[config.mk]
export PLATFORM = sky130hd
export DESIGN_NAME = ram_dp_rd_streamer_flat
export DESIGN_NICKNAME = d
export VERILOG_FILES = /design/src/rtl/ram_dp_rd_streamer_pkg.sv /design/src/rtl/ram_dp_rd_streamer_if.sv /design/src/rtl/ram_dp_rd_streamer_fifo.sv /design/src/rtl/ram_dp_rd_streamer.sv /design/src/flat_wrapper.sv
export SDC_FILE = /design/constraint.sdc
export NUM_CORES = 1
export LEC_CHECK = 0
export CORE_ASPECT_RATIO = 0.75
export CORE_MARGIN = 3
export CORE_UTILIZATION = 45
export CTS_CLUSTER_SIZE = 30
export DETAILED_ROUTE_END_ITERATION = 8
export PLACE_DENSITY = 0.69
export SKIP_CTS_REPAIR_TIMING = 1
export SLEW_MARGIN = 20
export SYNTH_ARGS = -nofsm -noshare
export SYNTH_HDL_FRONTEND = slang
export SYNTH_SLANG_ARGS = --single-unit
export TNS_END_PERCENT = 1
[constraint.sdc]
create_clock -name Clock -period 6.1 [get_ports Clock]
set_input_delay 1.22 -clock Clock [delete_from_list [all_inputs] [get_ports Clock]]
set_output_delay 1.22 -clock Clock [all_outputs]
set_load 0.05 [all_outputs]
[src/rtl/ram_dp_rd_streamer_pkg.sv]
// ---------------------------------------------------------------------------
// ram_rd_pkg
// Shared definitions for the dual-port RAM read streamer:
//   - rdState_e     : burst controller states
//   - RD_LATENCY_*  : the two read latencies the RAM can be built with
//                     (1 = pmi_regmode "noreg", 2 = pmi_regmode "reg")
//   - clog2()       : elaboration-time ceiling log2 used to size FIFO counters
// ---------------------------------------------------------------------------
package ram_rd_pkg;

  typedef enum logic [1:0] {
    ST_IDLE,
    ST_ISSUE,
    ST_DRAIN,
    ST_DONE
  } rdState_e;

  localparam int RD_LATENCY_NOREG = 1;
  localparam int RD_LATENCY_REG   = 2;

  // Smallest r such that 2**r >= value.
  function automatic int clog2(input int value);
    int result;
    result = 0;
    while ((1 << result) < value) begin
      result = result + 1;
    end
    return result;
  endfunction

endpackage

[src/rtl/ram_dp_rd_streamer_if.sv]
// ---------------------------------------------------------------------------
// ram_dp_rd_streamer_if
// Valid/ready output stream of the RAM read streamer.
//   OutData  : stream word
//   OutValid : word present
//   OutReady : consumer accepts the word this cycle
//   OutLast  : word is the final beat of the burst
// modport master : the streamer (drives data/valid/last)
// modport slave  : the consumer (drives ready)
// ---------------------------------------------------------------------------
interface ram_dp_rd_streamer_if #(
  parameter int DATA_WIDTH = 18
);

  logic [DATA_WIDTH-1:0] OutData;
  logic                  OutValid;
  logic                  OutReady;
  logic                  OutLast;

  modport master (
    output OutData,
    output OutValid,
    output OutLast,
    input  OutReady
  );

  modport slave (
    input  OutData,
    input  OutValid,
    input  OutLast,
    output OutReady
  );

endinterface

[src/rtl/ram_dp_rd_streamer_fifo.sv]
// ---------------------------------------------------------------------------
// ram_dp_rd_fifo
// Small synchronous register FIFO, first-word-fall-through, with a bypass:
// when storage is empty a word being pushed is already visible on popData_o,
// and if it is popped in the same cycle it is never written.
// Ports:
//   clk, rst    : clock, synchronous active-high reset (clears storage too)
//   flush_i     : drop all contents (pointers/count only)
//   push_i      : write pushData_i
//   pop_i       : consume the word on popData_o
//   popData_o   : head word, or pushData_i when empty and pushing, else 0
//   count_o     : number of stored words
//   full_o      : storage holds DEPTH words
//   empty_o     : storage holds no words
// ---------------------------------------------------------------------------
module ram_dp_rd_fifo
  import ram_rd_pkg::*;
#(
  parameter int DEPTH = 4,
  parameter int WIDTH = 19
) (
  input  logic                     clk,
  input  logic                     rst,
  input  logic                     flush_i,
  input  logic                     push_i,
  input  logic [WIDTH-1:0]         pushData_i,
  input  logic                     pop_i,
  output logic [WIDTH-1:0]         popData_o,
  output logic [clog2(DEPTH):0]    count_o,
  output logic                     full_o,
  output logic                     empty_o
);

  localparam int PW = clog2(DEPTH);

  logic [WIDTH-1:0] mem_q [DEPTH];
  logic [PW-1:0]    wrPtr_q;
  logic [PW-1:0]    rdPtr_q;
  logic [PW:0]      count_q;
  logic             doWrite;
  logic             doRead;

  // A push into an empty FIFO that is popped straight away goes through
  // the bypass path and never touches storage.
  always_comb begin
    empty_o   = (count_q == '0);
    full_o    = (count_q == (PW + 1)'(DEPTH));
    count_o   = count_q;
    doWrite   = push_i && !(empty_o && pop_i);
    doRead    = pop_i && !empty_o;
    popData_o = '0;
    if (!empty_o) begin
      popData_o = mem_q[rdPtr_q];
    end else if (push_i) begin
      popData_o = pushData_i;
    end
  end

  // Storage and pointer update; flush keeps stale words but empties the
  // queue so nothing old can be presented again.
  always_ff @(posedge clk) begin
    if (rst) begin
      wrPtr_q <= '0;
      rdPtr_q <= '0;
      count_q <= '0;
      for (int i = 0; i < DEPTH; i++) begin
        mem_q[i] <= '0;
      end
    end else if (flush_i) begin
      wrPtr_q <= '0;
      rdPtr_q <= '0;
      count_q <= '0;
    end else begin
      assert (!(doWrite && full_o));
      if (doWrite) begin
        mem_q[wrPtr_q] <= pushData_i;
        wrPtr_q        <= wrPtr_q + 1'b1;
      end
      if (doRead) begin
        rdPtr_q <= rdPtr_q + 1'b1;
      end
      case ({doWrite, doRead})
        2'b10:   count_q <= count_q + 1'b1;
        2'b01:   count_q <= count_q - 1'b1;
        default: count_q <= count_q;
      endcase
    end
  end

endmodule

[src/rtl/ram_dp_rd_streamer.sv]
// ---------------------------------------------------------------------------
// ram_dp_rd_streamer
// Read-side client for pmi_ram_dp: takes a burst command, walks the RAM read
// port one address per clock, absorbs the RAM read latency with a valid-tag
// pipeline, and presents the words as a valid/ready stream.
// Optional macro RD_STREAMER_ABORT_EN adds the Abort input (flush and end
// the burst early, still pulsing Done once).
// Ports:
//   Clock, Reset : single clock, synchronous active-high reset
//   Start        : command strobe, honoured only in IDLE
//   StartAddr    : first read address
//   Length       : word count, 0..2**ADDR_WIDTH
//   Busy, Done   : burst in progress / one-cycle completion pulse
//   RdAddress    : RAM read address (registered)
//   RdClockEn    : RAM read clock enable
//   RamQ         : RAM read data
//   Abort        : (macro only) abandon the running burst
//   outStream    : output stream (master modport)
// ---------------------------------------------------------------------------
module ram_dp_rd_streamer
  import ram_rd_pkg::*;
#(
  parameter int ADDR_WIDTH = 9,
  parameter int DATA_WIDTH = 18,
  parameter int RD_LATENCY = 2,
  parameter int FIFO_DEPTH = 4
) (
  input  logic                  Clock,
  input  logic                  Reset,
  input  logic                  Start,
  input  logic [ADDR_WIDTH-1:0] StartAddr,
  input  logic [ADDR_WIDTH:0]   Length,
  output logic                  Busy,
  output logic                  Done,
  output logic [ADDR_WIDTH-1:0] RdAddress,
  output logic                  RdClockEn,
  input  logic [DATA_WIDTH-1:0] RamQ,
`ifdef RD_STREAMER_ABORT_EN
  input  logic                  Abort,
`endif
  ram_dp_rd_streamer_if.master  outStream
);

  localparam int CW = clog2(FIFO_DEPTH) + 1;
  localparam logic [ADDR_WIDTH:0] LEN_ONE    = {{ADDR_WIDTH{1'b0}}, 1'b1};
  localparam logic [CW:0]         CREDIT_ONE = {{CW{1'b0}}, 1'b1};
  localparam logic [CW:0]         CREDIT_MAX = (CW + 1)'(FIFO_DEPTH);

  rdState_e              state_q;
  logic [ADDR_WIDTH-1:0] addr_q;
  logic [ADDR_WIDTH:0]   issueCnt_q;
  logic [ADDR_WIDTH:0]   beatCnt_q;
  logic [RD_LATENCY-1:0] tagValid_q, tagValid_d;
  logic [RD_LATENCY-1:0] tagLast_q, tagLast_d;
  logic                  busy_q;
  logic                  done_q;
  logic                  rdClockEn_q;

  logic [CW-1:0]         fifoCount;
  logic                  fifoFull;
  logic                  fifoEmpty;
  logic                  fifoPush;
  logic                  fifoPop;
  logic [DATA_WIDTH:0]   fifoOut;
  logic [CW:0]           inflight;
  logic [CW:0]           creditSum;
  logic                  issueNow;
  logic                  handshake;
  logic                  abortNow;
  logic                  outValid;

`ifdef RD_STREAMER_ABORT_EN
  assign abortNow = Abort && ((state_q == ST_ISSUE) || (state_q == ST_DRAIN));
`else
  assign abortNow = 1'b0;
`endif

  // Credit: every read either still in the RAM pipeline or already buffered
  // owns a FIFO slot, so a tag emerging can always be stored even if the
  // consumer stalls indefinitely.
  always_comb begin
    inflight = '0;
    for (int i = 0; i < RD_LATENCY; i++) begin
      inflight = inflight + {{CW{1'b0}}, tagValid_q[i]};
    end
    creditSum = inflight + {1'b0, fifoCount} + CREDIT_ONE;
    issueNow  = (state_q == ST_ISSUE) && (creditSum <= CREDIT_MAX) &&
                !fifoFull && !abortNow;
    fifoPush  = tagValid_q[RD_LATENCY-1];
    outValid  = !fifoEmpty || fifoPush;
    handshake = outValid && outStream.OutReady;
    fifoPop   = handshake;
  end

  // Tag pipeline mirrors the RAM read pipeline; the last-beat flag travels
  // alongside so OutLast comes out with exactly the final word.
  always_comb begin
    tagValid_d = '0;
    tagLast_d  = '0;
    if (!abortNow) begin
      tagValid_d[0] = issueNow;
      tagLast_d[0]  = issueNow && (issueCnt_q == LEN_ONE);
      for (int i = 1; i < RD_LATENCY; i++) begin
        tagValid_d[i] = tagValid_q[i-1];
        tagLast_d[i]  = tagLast_q[i-1];
      end
    end
  end

  // Burst controller. Outputs are registered alongside the state so Busy,
  // Done and RdClockEn change on the same edge as the state they describe.
  always_ff @(posedge Clock) begin
    if (Reset) begin
      state_q     <= ST_IDLE;
      addr_q      <= '0;
      issueCnt_q  <= '0;
      beatCnt_q   <= '0;
      tagValid_q  <= '0;
      tagLast_q   <= '0;
      busy_q      <= 1'b0;
      done_q      <= 1'b0;
      rdClockEn_q <= 1'b0;
    end else begin
      done_q     <= 1'b0;
      tagValid_q <= tagValid_d;
      tagLast_q  <= tagLast_d;
      if (handshake) begin
        beatCnt_q <= beatCnt_q - LEN_ONE;
      end
      case (state_q)
        ST_IDLE: begin
          if (Start) begin
            if (Length != '0) begin
              state_q     <= ST_ISSUE;
              addr_q      <= StartAddr;
              issueCnt_q  <= Length;
              beatCnt_q   <= Length;
              busy_q      <= 1'b1;
              rdClockEn_q <= 1'b1;
            end else begin
              state_q <= ST_DONE;
              done_q  <= 1'b1;
            end
          end
        end
        ST_ISSUE: begin
          if (abortNow) begin
            state_q     <= ST_DONE;
            busy_q      <= 1'b0;
            rdClockEn_q <= 1'b0;
            done_q      <= 1'b1;
          end else if (issueNow) begin
            addr_q     <= addr_q + 1'b1;
            issueCnt_q <= issueCnt_q - LEN_ONE;
            if (issueCnt_q == LEN_ONE) begin
              state_q <= ST_DRAIN;
            end
          end
        end
        ST_DRAIN: begin
          if (abortNow || (handshake && (beatCnt_q == LEN_ONE))) begin
            state_q     <= ST_DONE;
            busy_q      <= 1'b0;
            rdClockEn_q <= 1'b0;
            done_q      <= 1'b1;
          end
        end
        default: begin
          state_q <= ST_IDLE;
        end
      endcase
    end
  end

  ram_dp_rd_fifo #(
    .DEPTH (FIFO_DEPTH),
    .WIDTH (DATA_WIDTH + 1)
  ) u_fifo (
    .clk        (Clock),
    .rst        (Reset),
    .flush_i    (abortNow),
    .push_i     (fifoPush),
    .pushData_i ({tagLast_q[RD_LATENCY-1], RamQ}),
    .pop_i      (fifoPop),
    .popData_o  (fifoOut),
    .count_o    (fifoCount),
    .full_o     (fifoFull),
    .empty_o    (fifoEmpty)
  );

  assign Busy               = busy_q;
  assign Done               = done_q;
  assign RdAddress          = addr_q;
  assign RdClockEn          = rdClockEn_q;
  assign outStream.OutValid = outValid;
  assign outStream.OutData  = fifoOut[DATA_WIDTH-1:0];
  assign outStream.OutLast  = fifoOut[DATA_WIDTH];

endmodule
[src/flat_wrapper.sv]
// flat-port wrapper written by rule: the top's interface ports become plain ports
module ram_dp_rd_streamer_flat import ram_rd_pkg::*;
#(
  parameter int ADDR_WIDTH = 9,
  parameter int DATA_WIDTH = 18,
  parameter int RD_LATENCY = 2,
  parameter int FIFO_DEPTH = 4
)
  (Clock, Reset, Start, StartAddr, Length, Busy, Done, RdAddress, RdClockEn, RamQ, outStream_OutData, outStream_OutValid, outStream_OutLast, outStream_OutReady);
  ram_dp_rd_streamer_if #(.DATA_WIDTH(DATA_WIDTH)) outStream_i ();
  input  logic Clock;
  input  logic Reset;
  input  logic Start;
  input  logic [ADDR_WIDTH-1:0] StartAddr;
  input  logic [ADDR_WIDTH:0] Length;
  output logic Busy;
  output logic Done;
  output logic [ADDR_WIDTH-1:0] RdAddress;
  output logic RdClockEn;
  input  logic [DATA_WIDTH-1:0] RamQ;
  output wire logic [$bits(outStream_i.OutData)-1:0] outStream_OutData;
  output wire logic [$bits(outStream_i.OutValid)-1:0] outStream_OutValid;
  output wire logic [$bits(outStream_i.OutLast)-1:0] outStream_OutLast;
  input wire logic [$bits(outStream_i.OutReady)-1:0] outStream_OutReady;
  assign outStream_OutData = outStream_i.OutData;
  assign outStream_OutValid = outStream_i.OutValid;
  assign outStream_OutLast = outStream_i.OutLast;
  assign outStream_i.OutReady = outStream_OutReady;
  ram_dp_rd_streamer #(.ADDR_WIDTH(ADDR_WIDTH), .DATA_WIDTH(DATA_WIDTH), .RD_LATENCY(RD_LATENCY), .FIFO_DEPTH(FIFO_DEPTH)) u_core (.Clock(Clock), .Reset(Reset), .Start(Start), .StartAddr(StartAddr), .Length(Length), .Busy(Busy), .Done(Done), .RdAddress(RdAddress), .RdClockEn(RdClockEn), .RamQ(RamQ), .outStream(outStream_i));
endmodule
* After elaboration in Yosys (flattened, before gate mapping)
Memory sizes are Yosys's and may differ from the RTL's. A register that Yosys moved wholly into a read port is not among the register bits.
Cells that the tools add are included.
** Storage, ports and cells
- Output and inout port bits :: 32
- Bits in read-only memories :: 0
- Memories kept :: 1
- Logic and storage cells :: 96
- Register bits :: 44
- RAM bits :: 76
- Input bits :: 41
- Bits in latches :: 0
** Memory list
- u_core.u_fifo.mem_q :: words 4, bits a word 19, read ports 1, clocked after memory_dff 1, wr ports 4, RTL line ram_dp_rd_streamer_fifo.sv:36 : logic [WIDTH-1:0] mem_q [DEPTH];
** Operators by class
- $lt $le $gt $ge :: 1
- $add $sub $neg :: 10
- Eq/ne operators :: 12
- Div/mod/pow operators :: 0
- Mux-type cells :: 39
- Multipliers :: 0
- Shift operators :: 0
- Bitwise logic cells :: 0
- Reductions and logical operators :: 22
** Operators with widths (number)
- $mux 10 :: 7
- $mux 19 :: 3
- $mux 9 :: 3
- $eq 10x1->1 const B :: 2
- $pmux 10 s2 :: 1
- $sub 10x1->10 const B :: 2
- $reduce_or 19->1 :: 1
- $pmux 9 s2 :: 1
- $mux 2 :: 8
- $mux 1 :: 12
- $reduce_and 4->1 :: 3
- $reduce_bool 10->1 :: 1
- $add 9x1->9 const B :: 1
- $logic_and 1x1->1 :: 8
- $ne 2x1->1 const B :: 3
- $pmux 2 s3 :: 1
- $pmux 3 s2 :: 1
- $reduce_bool 2->1 :: 3
- $add 2x1->2 const B :: 2
- $add 4x1->4 const B :: 1
- $add 4x3->4 :: 1
- $eq 2x1->1 const B :: 2
- $eq 2x2->1 const B :: 2
- $le 4x3->1 const B :: 1
- 10 further kinds :: 14

* Depth between registers and ports, before layout
Gate-level depths: netlist (run 1).
- Word-level depth :: 12
- Depth in mapped cells :: 10

* Cells and area by module
Synthesis (run 1) repeated with hierarchy kept, for this count alone.
** Second synthesis, totals
- Cells, all modules :: 593
- Area, all modules :: 6383.6 µm²
** By module, submodules not included
- ram_dp_rd_fifo :: area each 4033.9 µm², cells an instance 309, sequential area each 2462.4 µm², times used 1
- ram_dp_rd_streamer :: area each 2349.8 µm², cells an instance 284, sequential area each 740.7 µm², times used 1

* Worst setup path after synthesis (run 1)
Ideal clock, no wire load.
- Path kind :: input to register
- Start point :: input port outStream_OutReady
- End point :: memory u_core.u_fifo.mem_q[1][0], enable pin
- Slack :: 2.865 ns
- Cell stages on the path :: 3
- Data arrival time :: 2.814 ns
- Cell sequence :: nand2_1 -> nand2_1 -> o21ai_0
** RTL lines
- start: declaration :: RTL line flat_wrapper.sv:24 : input wire logic [$bits(outStream_i.OutReady)-1:0] outStream_OutReady;
- end: declaration :: RTL line ram_dp_rd_streamer_fifo.sv:36

* Worst setup path after layout (run 1)
- Start point :: input port RamQ[10]
- End point :: output port outStream_OutData[10]
** On the way
- Longest elaborated chain between the ends :: 2
** RTL lines
- start: declaration :: RTL line flat_wrapper.sv:20 : input logic [DATA_WIDTH-1:0] RamQ;
- $mux 19 :: RTL line ram_dp_rd_streamer_fifo.sv:54 : end else if (push_i) begin
- $mux 19 :: RTL line ram_dp_rd_streamer_fifo.sv:52 : if (!empty_o) begin
- end: declaration :: RTL line flat_wrapper.sv:21 : output wire logic [$bits(outStream_i.OutData)-1:0] outStream_OutData;
No other way between the ends.

==> flow_metrics.py, run 1 <==
metrics = {
    "setup_path": {
        "crit_chain": "clkdlybuf4s50_1, nand3_1, nand2_1, clkdlybuf4s50_1",
        "ff2ff_path_depth": 7,
        "path_buf_inv": 2,
        "slowest_delay_ns": 0.83,
        "r2r_end": "u_core.state_q[1]",
        "arrival_ns": 2.80,
        "cp_slowest_cell": "clkdlybuf4s50_1",
        "critical-path-top-delay-family": "buffers and inverters",
        "r2r_start": "u_core.tagValid_q[1]",
        "critPathRequiredTime_ns": 4.88,
        "criticalPathCategory": "input pin to output pin",
        "cp_max_fo": 3,
        "start_kind": "input pin",
        "path_common_cell": "clkdlybuf4s50_1",
        "critPathCaptureType": "output pin",
        "r2r_slack_ns": 2.94,
    },
    "logic_synthesis": {
        "synth_cell_types": 65,
        "ys_ff_latch": 122,
        "synth-edff-count": 76,
        "synth_cells": 592,
        "ys_top_cells_by_area": "edfxtp_1 37%, dfxtp_1 15%, mux4_2 6.9%, nand2_1 4.8%, nor2_1 4.2%",
        "yosys_warnings": 0,
        "syn-cell-area_sq_mm": 0.00618,
        "synth.largest_area_cell": "edfxtp_1",
        "synth_ff_type": "edfxtp_1",
        "synth_top_area_share": 0.369,
        "async_flop_share": 0,
        "syn_nets": 647,
        "avgSynthCellArea_sq_um": 10.4,
        "synth-seq-area-share": 0.518,
    },
    "final_layout": {
        "fin_nets": 707,
        "syn_to_final_growth_pct": 21.9,
        "n_fill_cell": 1099,
        "diodes": 0,
        "layout-drive-gt1-share": 0.108,
    },
    "sta": {
        "fmaxAchievable_ghz": 0.249,
        "setup_ws_ns": 2.08,
        "setup_viol": 0,
        "worst_slew_pin_slew_ns": 1.04,
        "fin_crit_ns": 4.02,
        "slew_violations": 0,
        "finalSetupTns_ns": 0,
        "clock_skew_ns": 0.0107,
        "hold_violations": 0,
        "rsz0062_at_grt": "no",
        "slew_headroom": 0.303,
        "fin_crit_sh": 0.659,
    },
    "power": {
        "finalPower_mw": 3.06,
        "power_density_mw_per_mm2": 407,
        "power_leakage_nw": 2.83,
        "ir_drop_mv": 0.219,
    },
    "min_path": {
        "holdPathEnd": "u_core.tagLast_q[1]",
        "holdPathStages": 1,
        "worstHoldStart": "u_core.tagLast_q[0]",
        "min_path_type": "flop to flop",
    },
    "global_route": {
        "grt_usage": 0.207,
        "grt_max_degree": 45,
        "grt_antenna_before_repair": 0,
        "first_global_vias": 4618,
        "grt_pass1_wl_um": 24300,
        "overflow": 0,
    },
    "outcome": {
        "status": "completed",
    },
    "die": {
        "die_w_um": 141,
        "ioPinCount": 73,
        "core-area_sq_mm": 0.0132,
        "fp-row-count": 36,
        "dieArea_sq_mm": 0.0152,
        "initial_core_util": 0.468,
        "dieHeight_um": 107,
    },
    "clock_tree": {
        "numCtsBuffers": 17,
        "clock_latency_ns": 0.42,
        "tritoncts": "yes",
        "clockBufferDepth": 2,
        "root_buffer": "clkbuf_16",
        "h-tree-depth": 4,
        "cts_sinks": 122,
        "clk_pin_slew_ns": 0.05,
    },
    "job": {
        "maxCapViolations": 0,
    },
    "routing": {
        "antenna_left": 0,
        "detail_route.wl_per_cell_um": 18.1,
        "num_vias": 4702,
        "dr.pass1.iters": 5,
        "routed_wl_um": 15100,
        "drt_iter0_drc": 522,
        "drc_errors": 0,
        "vias_per_cell": 5.63,
    },
    "placement": {
        "routabilityCongestion": 0.833,
        "dpl.hpwl_um": 9700,
        "place_worst_setup_slack_ns": 1.96,
        "numPortBuffers": 72,
    },
}
## metal layers
metal | global-route usage | wire length [um] | vias up
li1 | - | - | 2246
met1 | 0.295 | 7130 | 2278
met2 | 0.315 | 6840 | 162
met3 | 0.0497 | 1020 | 16
met4 | 0.0602 | 148 | 0
met5 | 0 | 0 | -
## synth_stat cells (all sizes together), types with 4 or more instances
master	instances
a211oi	7
a21oi	28
a22oi	7
and2	23
and3	4
buf	13
clkbuf	26
dfxtp	46
edfxtp	76
ha	13
inv	34
mux4	19
nand2	79
nand3	31
nand4b	5
nor2	69
nor2b	6
nor3	8
nor4	8
o211ai	5
o21ai	10
o31ai	8
o32ai	5
or2	4
xnor2	8
xor2	8
## flip-flops by register name, summed over array words and instances (netlist names), 2 cells and up, named ones only
signal,flops
u_core.issueCnt_q,10
u_core.RdAddress,9
u_core.u_fifo.mem_q,76
u_core.beatCnt_q,10
u_core.tagLast_q,2
u_core.u_fifo.wrPtr_q,2
u_core.tagValid_q,2
u_core.state_q,2
u_core.u_fifo.rdPtr_q,2
u_core.u_fifo.count_o,3
## logic make-up (layout without fill, tap and decap cells)
kind of cell / after synthesis / in the layout / synth area share
flops: 122 / 122 / 0.518
compound gates: 91 / 91 / 0.104
buf+inv: 73 / 145 / 0.0516
fa+ha+maj: 14 / 14 / 0.0296
mux: 22 / 22 / 0.0741
simple gates: 254 / 254 / 0.200
xor+xnor: 16 / 16 / 0.0227
## stage by stage
step,instance area (sq um),hold WS (ns),cells,util
floorplan,6180,0.414,592,-
global placement,6990,0.438,804,0.529
detailed placement,6990,0.441,804,0.529
CTS,7520,0.456,835,0.570
global route,7530,0.468,835,0.570
finish,7530,0.447,835,0.570
## worst max path at each step
stage | from | endpoint | cells after the start
2_1_floorplan | outStream_OutReady | u_core.u_fifo.mem_q[1][0] | 3
3_3_place_gp | Reset | u_core.u_fifo.mem_q[0][1] | 5
3_5_place_dp | Reset | u_core.u_fifo.mem_q[0][6] | 5
4_1_cts | flop | outStream_OutData[9] | 4
5_1_grt | u_core.u_fifo.count_o[2] | outStream_OutData[8] | 4
6_report | RamQ[10] | outStream_OutData[10] | 4
## layout make-up
type	instances	area (sq um)	area share
Clock buffer	18	429	0.0570
Clock inverter	13	106	0.0141
Inverter	34	128	0.0170
Multi-Input combinational cell	397	2670	0.354
Sequential cell	122	3200	0.425
Tap cell	171	214	0.0284
Timing Repair Buffer	80	781	0.104
## placed cells by master, fill, tap and decap left out, drive strengths merged, types with 5 or more instances in the layout
cell type       n
clkbuf         18
xor2            8
xnor2           8
o32ai           5
nor4            8
o31ai           8
nand3          31
buf             8
mux4           19
o211ai          5
and2           23
a21oi          28
nor2           69
inv            34
clkinv          8
nand4b          5
nand2          79
edfxtp         76
dfxtp          46
clkdlybuf4s50  72
o21ai          10
a211oi          7
ha             13
a22oi           7
nor3            8
nor2b           6
## worst register-to-register path, delay by kind of cell (launching register included)
kind	cells	cell delay, ns
AO/OA/AOI/OAI	3	1.21
flip-flops	1	1.01
adder cells (fa/ha/maj)	2	0.53
AND/OR/NAND/NOR	2	0.28
## power by group
group          switching, mW  internal, mW  total, mW
clock network          0.360         0.551      0.911
registers              0.111         0.985       1.10
logic                  0.668         0.386       1.05
Note: power is estimated with default switching activity, not from simulation.
==> inputs of run 2 (changes only) <==
clock period = 3.86 ns   (was 6.1 ns; I/O delays follow)
==> run 2 against run 1 <==
Effect of this change:
- combinational power is 62% higher
- register-to-register slack lost 1.7 ns
- global-route usage rose by 0.52 points
- critical endpoint is now outStream_OutLast
- core utilization is 0.78 points higher
- routed wire length grew 1.3%
==> flow_metrics.py, run 2 (synthesis gave the netlist of run 1 again) <==
metrics = {
    "min_path": {
        "min_path_type": "flop to flop",
        "worstHoldStart": "u_core.tagLast_q[0]",
        "holdPathStages": 1,
        "holdPathEnd": "u_core.tagLast_q[1]",
    },
    "job": {
        "maxCapViolations": 0,
    },
    "power": {
        "ir_drop_mv": 0.344,
        "power_density_mw_per_mm2": 655,
        "power_leakage_nw": 2.90,
        "finalPower_mw": 5.00,
    },
    "global_route": {
        "grt_usage": 0.212,
        "first_global_vias": 4777,
        "overflow": 0,
        "grt_pass1_wl_um": 25200,
        "grt_max_degree": 45,
        "grt_antenna_before_repair": 0,
    },
    "sta": {
        "worst_slew_pin_slew_ns": 0.962,
        "fmaxAchievable_ghz": 0.299,
        "setup_viol": 0,
        "finalSetupTns_ns": 0,
        "clock_skew_ns": 0.00868,
        "rsz0062_at_grt": "no",
        "slew_headroom": 0.359,
        "hold_violations": 0,
        "fin_crit_ns": 3.34,
        "slew_violations": 0,
        "fin_crit_sh": 0.866,
    },
    "die": {
        "fp-row-count": 36,
        "ioPinCount": 73,
        "dieHeight_um": 107,
        "core-area_sq_mm": 0.0132,
        "die_w_um": 141,
        "dieArea_sq_mm": 0.0152,
        "initial_core_util": 0.468,
    },
    "routing": {
        "num_vias": 4712,
        "drt_iter0_drc": 449,
        "detail_route.wl_per_cell_um": 18.2,
        "routed_wl_um": 15300,
        "dr.pass1.iters": 6,
        "vias_per_cell": 5.58,
        "drc_errors": 0,
        "antenna_left": 0,
    },
    "setup_path": {
        "critical-path-top-delay-family": "buffers and inverters",
        "cp_max_fo": 12,
        "ff2ff_path_depth": 8,
        "slowest_delay_ns": 0.81,
        "arrival_ns": 2.57,
        "r2r_start": "u_core.tagValid_q[1]",
        "r2r_end": "u_core.issueCnt_q[8]",
        "path_buf_inv": 2,
        "crit_chain": "or3_1, buf_4, nand2_1, nand2_1, clkdlybuf4s50_1",
        "start_kind": "flop",
        "criticalPathCategory": "flop to output pin",
        "critPathRequiredTime_ns": 3.09,
        "cp_slowest_cell": "clkdlybuf4s50_1",
        "r2r_slack_ns": 1.26,
        "critPathCaptureType": "output pin",
        "path_common_cell": "nand2_1",
    },
    "final_layout": {
        "layout_common_cells": "79 x nand2_1, 76 x edfxtp_1, 72 x clkdlybuf4s50_1",
        "fin_nets": 715,
        "diodes": 0,
        "reg.largest.list": "u_core.u_fifo.mem_q x76, u_core.beatCnt_q x10, u_core.issueCnt_q x10",
        "syn_to_final_growth_pct": 23.5,
        "final_common_cell": "nand2_1",
        "largest_register_ff_count": 76,
        "layout-drive-gt1-share": 0.117,
        "top_register": "u_core.u_fifo.mem_q",
    },
    "clock_tree": {
        "root_buffer": "clkbuf_16",
        "cts_sinks": 122,
        "numCtsBuffers": 17,
        "tritoncts": "yes",
        "clockBufferDepth": 2,
        "clk_pin_slew_ns": 0.05,
        "clock_latency_ns": 0.41,
        "h-tree-depth": 4,
    },
    "outcome": {
        "status": "completed",
    },
    "placement": {
        "routabilityCongestion": 0.866,
        "dpl.hpwl_um": 9780,
        "numPortBuffers": 72,
    },
}
run 2: routing by layer:
metal,part of all wire,vias to the layer above,global-route usage
li1,-,2266,-
met4,0.0092,0,0.0650
met2,0.45,170,0.320
met3,0.072,16,0.0440
met5,0,-,0
met1,0.47,2260,0.308
run 2: metrics by stage:
step | setup slack (ns) | utilization | hold slack [ns] | area, sq um | std cells
after floorplan | 1.07 | - | 0.414 | 6180 | 592
after global placement | 0.732 | 0.534 | 0.423 | 7050 | 812
after detailed placement | 0.630 | 0.534 | 0.439 | 7050 | 812
after CTS | 0.525 | 0.578 | 0.444 | 7630 | 844
after global routing | 0.416 | 0.578 | 0.470 | 7630 | 844
final | 0.518 | 0.578 | 0.443 | 7630 | 844
run 2: power breakdown:
| part | leakage (nW) | internal (mW) | total (mW) | switching [mW] |
|---|---|---|---|---|
| registers | 1.16 | 1.56 | 1.72 | 0.168 |
| logic | 1.46 | 0.623 | 1.70 | 1.08 |
| clock network | 0.284 | 1.00 | 1.58 | 0.572 |
run 2: area by class of cell:
class	instances	area [sq um]
clock inverter	14	155
multi-input combinational	397	2660
clock buffer	18	429
timing repair buffer	88	841
fill	1060	5570
tap	171	214
inverter	34	128
sequential	122	3200
run 2: worst max-delay path by stage:
| stage | from | endpoint | slack (ns) | cells past startpoint |
|---|---|---|---|---|
| 2_1_floorplan | outStream_OutReady | u_core.u_fifo.mem_q[1][0] | 1.07 | 3 |
| 3_3_place_gp | Length[5] | u_core.beatCnt_q[1] | 0.73 | 6 |
| 3_5_place_dp | Length[5] | u_core.RdAddress[5] | 0.63 | 6 |
| 4_1_cts | u_core.u_fifo.count_o[2] | outStream_OutLast | 0.53 | 5 |
| 5_1_grt | u_core.u_fifo.count_o[2] | outStream_OutData[7] | 0.42 | 5 |
| 6_report | u_core.u_fifo.count_o[2] | outStream_OutLast | 0.52 | 5 |
==> RTL edit 1, RTL diff (config.mk and constraints of run 1) <==
Make the reset (`Reset` and `rst`) asynchronous in 2 clocked blocks. Comments in the files are not updated.
--- a/src/rtl/ram_dp_rd_streamer_fifo.sv
+++ b/src/rtl/ram_dp_rd_streamer_fifo.sv
@@ -58,7 +58,7 @@
 
   // Storage and pointer update; flush keeps stale words but empties the
   // queue so nothing old can be presented again.
-  always_ff @(posedge clk) begin
+  always_ff @(posedge clk or posedge rst) begin
     if (rst) begin
       wrPtr_q <= '0;
       rdPtr_q <= '0;
--- a/src/rtl/ram_dp_rd_streamer.sv
+++ b/src/rtl/ram_dp_rd_streamer.sv
@@ -109,7 +109,7 @@
 
   // Burst controller. Outputs are registered alongside the state so Busy,
   // Done and RdClockEn change on the same edge as the state they describe.
-  always_ff @(posedge Clock) begin
+  always_ff @(posedge Clock or posedge Reset) begin
     if (Reset) begin
       state_q     <= ST_IDLE;
       addr_q      <= '0;
Check against the original RTL: differs if Reset is asserted again (counterexample within 4 cycles, from zero or initial values and one cycle with Reset high); with Reset held inactive, the same outputs for 4 cycles.
==> RTL edit 1 against run 1 <==
  * Via count decreased by 2.4%
  * Area after synthesis increased by 3.0%
  * Setup slack got worse by 110 ps
  * Wire length decreased by 3.7%
  * Critical path type unchanged
  * Sequential cell count decreased by 2
  * First-iteration DRC count decreased by 35%
  * Final area increased by 3.9%
Power is not compared: it rests on default switching activity, and its combinational part moved more than twofold at a synthesized area within 25%.
==> RTL edit 1: results (changes against run 1) <==
| Metric | Value |
|---|---|
| Worst path max stage delay | 840 ps |
| Clk slew on worst S/H paths | 60 ps |
| Internal power | 2830 uW |
| DR WL met2 | 6920 um (was 6840 um) |
| Initial DRC Count | 337 (was 522) |
| Max rail drop VDD | 0.286 mV |
| Drt pass-1 iters | 4 (was 5) |
| Crit Path Max Fanout | 5 (was 3) |
| IO buf count | 72 (unchanged) |
| Top-area cell type share of the netlist area | 47.2% (was 36.9%) |
| Place WS | 1970 ps (was 1960 ps) |
| Synth top area cells | dfrtp_1, mux2_1, mux4_2 (was edfxtp_1, dfxtp_1, mux4_2) |
| Post-synthesis async set-or-reset flop share | 100% (was 0%) |
| Met1 usage | 27.6% (was 29.5%) |
| Worst slew pin tran | 957 ps (was 1040 ps) |
| Post-synthesis sequential area ratio | 47.2% (was 51.8%) |
| All-Layer GR Usage | 19.7% (was 20.7%) |
| Syn Nets | 604 (was 647) |
| Post-synth cell types | 58 (was 65) |
| # H-tree levels | 4 (unchanged) |
| Crit path DAT | 2910 ps (was 2800 ps) |
| Largest net degree at the start of global routing | 77 (was 45) |
| Layout cells sized above 1 | 11.5% (was 10.8%) |
| Post-Route M1 WL | 6770 um (was 7130 um) |
| Status | completed (unchanged) |
| Uppermost routed layer | met4 (unchanged) |
| DP HPWL | 9530 um (was 9700 um) |
| DR vias | 4591 (was 4702) |
| Synth cell count leaders | dfrtp_1, mux2_1, nand2_1 (was nand2_1, edfxtp_1, nor2_1) |
| Placer Congestion | 0.831 (was 0.833) |
| Routed met3 length | 733 um (was 1020 um) |
| WL/cell | 18.3 um (was 18.1 um) |
| Final-stage net count | 671 (was 707) |
| Met3 usage | 4.87% (was 4.97%) |
| GR Util met2 | 31.2% (was 31.5%) |
| # fillers | 1074 (was 1099) |
| First-pass GRT wire length | 24100 um (was 24300 um) |
| Clock Latency Late Sink | 410 ps |
| Clk_skew | 10.1 ps (was 10.7 ps) |
| Placed Instance Area | 0.00718 sq mm (was 0.00699 sq mm) |
| Reported leakage power | 0.00333 uW |
| Clock tree buffer depth | 2 (unchanged) |
==> RTL edit 1: cell families after synthesis <==
family / synth area share [%]
simple gates: 13.5
flops: 47.2
mux: 21.0
compound gates: 8.97
buf+inv: 3.68
fa+ha+maj: 3.66
xor+xnor: 2.06
==> RTL edit 1: final timing paths <==
path                                                 from                             endpoint  slack [ps]  cells after the start
setup / recovery                                  RamQ[5]                 outStream_OutData[5]        1970                      4
hold / removal              u_core.tagLast_q[0]$_DFF_PP0_        u_core.tagLast_q[1]$_DFF_PP0_         370                      0
setup reg to reg           u_core.tagValid_q[1]$_DFF_PP0_      u_core.RdAddress[3]$_DFFE_PP0P_        3130                      9
hold reg to reg             u_core.tagLast_q[0]$_DFF_PP0_        u_core.tagLast_q[1]$_DFF_PP0_         370                      0
max in group asynchronous                           Reset  u_core.u_fifo.mem_q[35]$_DFFE_PP0P_        3590                      3
min in group asynchronous                           Reset   u_core.u_fifo.mem_q[2]$_DFFE_PP0P_        1360                      2
==> RTL edit 1: critical path: cells and delay by family <==
| family | cells | cell delay [ps] |
|---|---|---|
| buffers and inverters | 2 | 1380 |
| AND/OR/NAND/NOR | 1 | 80 |
| AO/OA/AOI/OAI | 1 | 230 |
==> RTL edit 1: cell type report <==
cell class	count	area share [%]
multi-input cells	376	40.0
repair buffers	78	9.79
flip-flops and latches	120	38.4
clock buffers	17	5.44
clock inverters	15	2.77
inverters	19	0.943
well taps	171	2.73
==> RTL edit 1: through the flow <==
stage          hold WS (ps)  util, %  cells
2_1_floorplan           331        -    545
3_3_place_gp            358     53.5    764
3_5_place_dp            360     53.5    764
4_1_cts                 383     58.3    796
5_1_grt                 377     58.3    796
6_report                373     58.3    796
==> RTL edit 2, RTL diff (config.mk and constraints of run 1) <==
Without the edit above. `RD_LATENCY` is set to 2 in 2 places; all go to 4.
--- a/src/rtl/ram_dp_rd_streamer.sv
+++ b/src/rtl/ram_dp_rd_streamer.sv
@@ -22,7 +22,7 @@
 #(
   parameter int ADDR_WIDTH = 9,
   parameter int DATA_WIDTH = 18,
-  parameter int RD_LATENCY = 2,
+  parameter int RD_LATENCY = 4,
   parameter int FIFO_DEPTH = 4
 ) (
   input  logic                  Clock,
--- a/src/flat_wrapper.sv
+++ b/src/flat_wrapper.sv
@@ -3,7 +3,7 @@
 #(
   parameter int ADDR_WIDTH = 9,
   parameter int DATA_WIDTH = 18,
-  parameter int RD_LATENCY = 2,
+  parameter int RD_LATENCY = 4,
   parameter int FIFO_DEPTH = 4
 )
   (Clock, Reset, Start, StartAddr, Length, Busy, Done, RdAddress, RdClockEn, RamQ, outStream_OutData, outStream_OutValid, outStream_OutLast, outStream_OutReady);
Function: changed (a bounded check fails within 4 cycles, from zero or initial values and one cycle with Reset high).
==> RTL edit 2 against run 1 <==
  * Power is 1.1% lower
  * Sequential share of layout area is 0.086 points higher
  * Die area is 1.4% higher
  * Count of clock-buffer cells in the layout is 1 lower
  * Area after synthesis is 1.5% higher
  * Setup slack worse by 24 ps
  * Wire length is 2.0% higher
  * Global-route usage is 0.11 points higher
  * Non-clock buffer count stayed put
  * Maximum frequency is 0.59% lower
  * Final area is 2.3% higher
  * Sequential cell count is 4 higher
  * First-iteration DRC count is 15% lower
  * Critical endpoint is now outStream_OutData[17]
  * Largest power group unchanged
==> RTL edit 2: results (changes against run 1) <==
| Metric | Value |
|---|---|
| Crit Path Max Fanout | 13 (was 3) |
| Adder-cell share of the synthesized area | 3.95% (was 2.96%) |
| Multi-input combinational cell count | 404 (was 397) |
| Vias in the first global route | 4713 (was 4618) |
| Hold path endpoint | u_core.tagValid_q[3]$_SDFF_PP0_ (was u_core.tagLast_q[1]$_SDFF_PP0_) |
| Largest net degree at the start of global routing | 49 (was 45) |
| Synth top area cells | edfxtp_1, dfxtp_1, mux4_2 (unchanged) |
| Clock-cell share | 7.67% (was 7.11%) |
| Reg2reg path depth | 6 (was 7) |
| Final-stage net count | 725 (was 707) |
| Non-clk invs | 37 (was 34) |
| Initial DRC Count | 446 (was 522) |
| Worst hold stages | 2 (was 1) |
| Crit path DAT | 2830 ps (was 2800 ps) |
| Post-synthesis sequential area ratio | 52.3% (was 51.8%) |
| Slew HR | 28.7% (was 30.3%) |
| WL/cell | 18.2 um (was 18.1 um) |
| WS Path Type | flip-flop to primary output (was input pin to primary output) |
| R2R Setup Slk | 2440 ps (was 2940 ps) |
| Layout cells sized above 1 | 10.8% (about the same) |
| Min-delay src | u_core.tagValid_q[2]$_SDFF_PP0_ (was u_core.tagLast_q[0]$_SDFF_PP0_) |
| Final worst setup slack | 2050 ps (was 2080 ps) |
| Status | completed (unchanged) |
| Max rail drop VDD | 0.397 mV (was 0.219 mV) |
| Synth cell count leaders | nand2_1, edfxtp_1, nor2_1 (unchanged) |
| Worst R2R End | u_core.RdAddress[7]$_SDFFE_PP0P_ (was u_core.state_q[1]$_SDFFE_PP0P_) |
| Placer Congestion | 0.846 (was 0.833) |
| Compound-gate portion of the synthesized area | 10.3% (was 10.4%) |
| XOR/XNOR Fraction of Synth Area | 2.37% (was 2.27%) |
## RTL edit 2: cell types whose count changed after synthesis, sizes merged, moves of 5 or more
cell / delta
nor3: +5
nand2: +7
a211oi: +5
a21oi: -12
a22oi: -7
nor4: -5
## RTL edit 2: layer usage
metal	up-vias	GRT usage [%]	routed length, um
met5	-	0	0
met4	0	6.72	175
met3	16	4.86	1060
met2	173	31.7	7010
met1	2340	29.5	7190
li1	2299	-	-
## RTL edit 2: through the flow
stage	util, %	area [sq um]	cells
after floorplan	-	6270	605
after global placement	53.5	7110	818
after detailed placement	53.5	7110	818
after CTS	58.0	7700	850
after global routing	58.0	7700	850
final	58.0	7700	850
## RTL edit 2: power breakdown
part	internal, uW	total, uW	switching, uW
clock	606	1010	404
sequential	1010	1120	109
combinational	332	900	568
total	1950	3030	1080
## RTL edit 2: worst min-delay path, cell delays in order (launching register included)
cell,delay (ps)
dfxtp_1,300
inv_1,60
nor2_1,40
